[src/rtl/seq_detect_pkg.sv]
// Shared helpers for the serial pattern detector: state sizing and the
// elaboration-time KMP transition functions.
package seq_detect_pkg;

    localparam int MAX_PATTERN_W = 16;

    typedef enum logic {
        MODE_RESTART = 1'b0,
        MODE_OVERLAP = 1'b1
    } mode_e;

    function automatic int state_width(input int w);
        return (w <= 2) ? 1 : $clog2(w);
    endfunction

    // Bit i of the pattern in arrival order (i = 0 is the first bit received).
    function automatic logic pat_bit(input logic [15:0] pattern, input int width, input int i);
        logic [15:0] sh;
        sh = pattern >> (width - 1 - i);
        return sh[0];
    endfunction

    // Longest pattern prefix (shorter than the whole pattern) that ends the
    // string "first <state> pattern bits followed by b".
    function automatic int fail_next(input logic [15:0] pattern, input int width,
                                     input int state, input logic b);
        int   best;
        int   idx;
        logic ok;
        logic sj;
        best = 0;
        for (int l = 1; l < MAX_PATTERN_W; l++) begin
            if (l <= state + 1 && l < width) begin
                ok = 1'b1;
                for (int j = 0; j < l; j++) begin
                    idx = state + 1 - l + j;
                    sj  = (idx == state) ? b : pat_bit(pattern, width, idx);
                    if (pat_bit(pattern, width, j) != sj) ok = 1'b0;
                end
                if (ok) best = l;
            end
        end
        return best;
    endfunction

    function automatic int border(input logic [15:0] pattern, input int width);
        return fail_next(pattern, width, width - 1, pat_bit(pattern, width, width - 1));
    endfunction

endpackage

[src/rtl/seq_detect_mealy_sat_counter.sv]
// Saturating event counter with a sticky full flag; clear has priority.
module sat_counter
    import seq_detect_pkg::*;
#(
    parameter int CNT_W = 8
) (
    input  logic             clk,
    input  logic             reset,
    input  logic             inc,
    input  logic             clr,
    output logic [CNT_W-1:0] count,
    output logic             sat
);

    localparam logic [CNT_W-1:0] FULL = '1;

    always_ff @(posedge clk or negedge reset) begin
        if (!reset) begin
            count <= '0;
            sat   <= 1'b0;
        end else if (clr) begin
            count <= '0;
            sat   <= 1'b0;
        end else if (inc && count != FULL) begin
            count <= count + 1'b1;
            if (count == FULL - 1'b1) sat <= 1'b1;
        end
    end

endmodule

[src/rtl/seq_detect_mealy.sv]
// Mealy serial-pattern detector with runtime overlap selection, registered
// match copy and saturating match counter.
module seq_detect_mealy
    import seq_detect_pkg::*;
#(
    parameter int                   PATTERN_W = 4,
    parameter logic [PATTERN_W-1:0] PATTERN   = 4'b1010,
    parameter int                   CNT_W     = 8
) (
    input  logic                                clk,
    input  logic                                reset,
    input  logic                                en,
    input  logic                                din,
    input  logic                                overlap,
    input  logic                                clear_cnt,
    output logic                                match,
    output logic                                match_q,
    output logic [CNT_W-1:0]                    match_cnt,
    output logic                                cnt_sat,
    output logic [state_width(PATTERN_W)-1:0]   dbg_state
);

    localparam int               SW       = state_width(PATTERN_W);
    localparam logic [15:0]      PAT16    = 16'(PATTERN);
    localparam logic [SW-1:0]    LAST     = SW'(PATTERN_W - 1);
    localparam logic [SW-1:0]    BORDER   = SW'(border(PAT16, PATTERN_W));
    // EXP_BITS[k] is the bit expected while k bits are already matched.
    localparam logic [PATTERN_W-1:0] EXP_BITS = {<<{PATTERN}};

    logic [SW-1:0] state;
    logic [SW-1:0] state_d;
    logic [SW-1:0] next_tbl [2*PATTERN_W];
    mode_e         mode;

    for (genvar k = 0; k < PATTERN_W; k++) begin : g_state
        for (genvar b = 0; b < 2; b++) begin : g_bit
            localparam logic [SW-1:0] NXT = SW'(fail_next(PAT16, PATTERN_W, k, 1'(b)));
            assign next_tbl[2*k+b] = NXT;
        end
    end

    assign mode      = mode_e'(overlap);
    assign dbg_state = state;

    always_ff @(posedge clk or negedge reset) begin
        if (!reset) state <= '0;
        else        state <= state_d;
    end

    always_comb begin
        state_d = state;
        match   = 1'b0;
        if (state > LAST) begin
            state_d = '0;
        end else if (en) begin
            if (state == LAST && din == EXP_BITS[LAST]) begin
                match   = reset;
                state_d = (mode == MODE_OVERLAP) ? BORDER : '0;
            end else begin
                state_d = next_tbl[{state, din}];
            end
        end
    end

    always_ff @(posedge clk or negedge reset) begin
        if (!reset) match_q <= 1'b0;
        else        match_q <= match;
    end

    sat_counter #(.CNT_W(CNT_W)) u_cnt (
        .clk   (clk),
        .reset (reset),
        .inc   (match),
        .clr   (clear_cnt),
        .count (match_cnt),
        .sat   (cnt_sat)
    );

endmodule

[config.mk]
export PLATFORM = sky130hd
export DESIGN_NAME = seq_detect_mealy
export DESIGN_NICKNAME = d
export VERILOG_FILES = /design/src/rtl/seq_detect_pkg.sv /design/src/rtl/seq_detect_mealy_sat_counter.sv /design/src/rtl/seq_detect_mealy.sv
export SDC_FILE = /design/constraint.sdc
export NUM_CORES = 1
export LEC_CHECK = 0
export CORE_UTILIZATION = 45
export DETAILED_ROUTE_END_ITERATION = 8
export GPL_ROUTABILITY_DRIVEN = 0
export GPL_TIMING_DRIVEN = 1
export PLACE_DENSITY = 0.77
export SYNTH_ARGS = -nofsm -noshare
export SYNTH_HDL_FRONTEND = slang
export SYNTH_SLANG_ARGS = --single-unit
[constraint.sdc]
create_clock -name clk -period 4.3 [get_ports clk]
set_clock_uncertainty 0.15 [all_clocks]
set_input_delay 0.645 -clock clk [delete_from_list [all_inputs] [get_ports clk]]
set_output_delay 0.645 -clock clk [all_outputs]
set_load 0.01 [all_outputs]
==> reports/qor.txt <==
========================================================================================
Via count of the first global-routing pass                                           516
Syn_nets                                                                              77
CTS tree                                                                           built
Total GRT Usage                                                                   21.44%
Least-Margin Pin Slew                                                          0.3928 ns
Peak ir drop on the vdd network                                                 208.0 uV
Cell type contributing the most total cell area after synthesis             sky130_fd_sc_hd__dfrtp_1
Critical-path maximum fanout                                                          14
Synthesized cell area                                                        694.4 sq um
Final Non-Filler Cells                                                               105
Result of the run                                                              completed
Via-per-instance ratio                                                             5.733
Data required, critical path                                                     3.50 ns
Initial DRT Pass Iterations                                                            4
Maximum number of pins on one net before global-route repair                          15
Buffer cell driving the clock tree root                                     sky130_fd_sc_hd__clkbuf_4
Number of primary I/O pins                                                            19
Number of buffers inserted by port buffering                                          18
Detailed-route wire length on metal 1                                             667 um
Critical path buffers and inverters                                                    3
Final min period                                                                3.097 ns
Syn-to-layout area delta                                                          34.41%
Initial core utilization                                                          50.82%
First-pass GRT wire length                                                      2.332 mm
Leakage                                                                        0.3812 nW
Number of H-tree levels                                                                1
Main flop type after synthesis                                              sky130_fd_sc_hd__dfrtp_1
Cell family with most CP delay                                              buffers and inverters
Fill cell count                                                                      121
Layout cell share with drive strength beyond 1                                    13.33%
Total half-perimeter wirelength after legalization and detailed placement       1.126 mm
Cell Pwr Density                                                            266.6 nW/um^2
Number of warnings issued by yosys                                                     0
Setup Total Neg Slack                                                               0 ns
CP arrival                                                                       2.30 ns
Post-CTS Setup Inserts                                                                 0
Number of enable-type register cells in the synthesized netlist                        0
Sequential-to-total area share from yosys stat                                    43.24%
Max Cap Viol                                                                           0
Initial antenna violation count                                                        0
Leading cell type by number of instances after synthesis                    sky130_fd_sc_hd__dfrtp_1
Worst max-slew margin expressed relative to the limit                             73.57%
Area fraction of the dominant cell type after synthesis                           43.24%
First-iteration detailed-routing DRC count                                             8
Crit path capture type                                                        output pin
Hold buffer count at CTS                                                               0
Final number of hold-violating endpoints                                               0
Total core area                                                               1366 sq um
Slowest cell on the critical path                                           sky130_fd_sc_hd__clkdlybuf4s50_1
Ordered cell list for the critical path                                     clkdlybuf4s50_1 -> buf_4 -> nand2_1 -> nor2_1 -> clkdlybuf4s50_1
Final instance area                                                          933.4 sq um
Cell occurring most often along the worst timing path                       sky130_fd_sc_hd__clkdlybuf4s50_1
Sum of overflow across all layers after global routing                                 0
Synthesized area per cell                                                    10.21 sq um
Dpl cells                                                                            101
Cells taking the most area after synthesis                                  sky130_fd_sc_hd__dfrtp_1 (43%), sky130_fd_sc_hd__ha_1 (5.4%), sky130_fd_sc_hd__nor2_1 (4.9%)
CTS clock-pin slew for the worst setup and hold paths                            0.07 ns
Setup repair after global routing missed its margin                                false
Final Hold Slack                                                               0.3797 ns
Kind of start point of the critical path                                    primary input
DR DRC count                                                                           0
Total CTS buffers                                                                      3
Clock Sink Count                                                                      12
Cells after synthesis                                                                 68
Residual antenna-violating net count after detailed routing                            0
Worst hold path class                                                       flip-flop to flip-flop
Instance area at placement                                                   897.1 sq um
List of most frequent post-synthesis cells                                  sky130_fd_sc_hd__dfrtp_1 (12), sky130_fd_sc_hd__nor2_1 (9), sky130_fd_sc_hd__inv_1 (5), sky130_fd_sc_hd__nand2_1 (5), sky130_fd_sc_hd__nor3_1 (4)
Routed wirelength normalized by instance count                                  14.21 um
Unique cell type count in the Yosys netlist                                           29
Post-synthesis async set-or-reset flop share                                      100.0%
Period Utilization, post-route                                                    72.02%
Number of failing setup endpoints in the final timing report                           0
Count of nets after finishing                                                        100
DIE WIDTH                                                                       41.28 um
Std cell rows                                                                         13
Highest signal layer in the routed design                                           met4
Antenna cells                                                                          0
Critical Setup Path Class                                                   primary input to output pin
Total of cells resized after clock tree synthesis                                      0
Overall die height                                                              41.28 um
Max-slew violations                                                                    0
Buffer depth of the longest clock path                                                 2
Total wire length after detailed routing                                        1.492 mm
Met3 WL post-DR                                                                    65 um
Achievable clock frequency                                                    0.3229 GHz
Number of flip-flops and latches in the synthesized netlist                           12
Max incr delay on CP                                                             0.60 ns
Total die area                                                                1704 sq um
Clock latency on the worst-skew pair                                             0.27 ns
Met2 wire length                                                                  742 um
Total vias in the final route                                                        602
========================================================================================
==> report_power, final <==
group          switching (mW)  internal, mW  total (mW)
registers             0.00750         0.117       0.124
logic                  0.0159        0.0191      0.0350
clock network          0.0379        0.0514      0.0894
total                  0.0613         0.187       0.249
==> cells in the final DEF, fill, tap and decap left out, drive strengths merged <==
master         netlist  final
mux2                 1      1
nor3                 4      4
xnor2                2      2
ha                   3      3
nand3                3      3
and4                 2      2
and3                 1      1
and3b                1      1
a21oi                2      2
a21boi               1      1
nor2                 9      9
mux2i                2      2
a311oi               2      2
nor2b                1      1
o21ai                2      2
a22o                 1      1
dfrtp               12     12
nand3b               1      1
inv                  5      5
nand4                1      1
nand2b               1      1
a2111oi              1      1
a211oi               2      2
a41oi                1      1
nor4                 1      1
clkdlybuf4s50        0     18
nand2                5      5
clkbuf               0      4
buf                  1      1
==> final timing paths <==
check	start	to	slack (ns)	cells past startpoint
max in group asynchronous	reset	u_cnt.sat$_DFFE_PN0P_	3.31	2
setup / recovery	reset	match	1.20	5
setup reg to reg	u_cnt.count[0]$_DFFE_PN0P_	u_cnt.count[6]$_DFFE_PN0P_	2.41	5
min in group asynchronous	reset	u_cnt.count[7]$_DFFE_PN0P_	0.53	2
hold / removal	u_cnt.sat$_DFFE_PN0P_	u_cnt.sat$_DFFE_PN0P_	0.38	2
hold reg to reg	u_cnt.sat$_DFFE_PN0P_	u_cnt.sat$_DFFE_PN0P_	0.38	2
==> metal layers <==
metal	track usage [%]	vias to the layer above
met1	27.39	291
met3	3.804	2
li1	-	294
met2	35.94	15
met4	7.258	0
met5	0	-
==> layout make-up <==
type	count	area, sq um	share of cell area [%]
multi-input combinational	50	371.6	39.81
clock buffer	4	36.28	3.887
tap	15	18.77	2.011
sequential	12	300.3	32.17
inverter	5	18.77	2.011
timing repair buffer	19	187.7	20.11
==> state kept, by name, summed over array words and instances (netlist names) <==
signal       flops
u_cnt.sat        1
match_q          1
dbg_state        2
u_cnt.count      8
==> through the flow <==
step                      worst slack (ns)  utilization, %  power (mW)
after global routing                 1.066           68.32      0.2609
after CTS                            1.176           68.32      0.2513
final                                1.203           68.32      0.2488
after global placement               1.211           65.66      0.1603
after floorplan                      2.344               -      0.1406
after detailed placement             1.175           65.66      0.1624
==> cell families (layout without fill, tap and decap cells) <==
logic type      after synthesis  in the layout  share of synthesized area [%]
xor+xnor                      2              2                          2.523
simple gates                 30             30                          25.23
mux                           3              3                          4.505
flops                        12             12                          43.24
compound gates               12             12                          15.86
fa+ha+maj                     3              3                          5.406
buf+inv                       6             28                          3.243
==> tightest hold or removal path, delay by kind of cell, from the launching register on <==
kind            cells  cell delay [ns]
simple gates        1             0.08
flops               1             0.36
compound gates      1             0.05
Power figures use the tool's default switching activity.
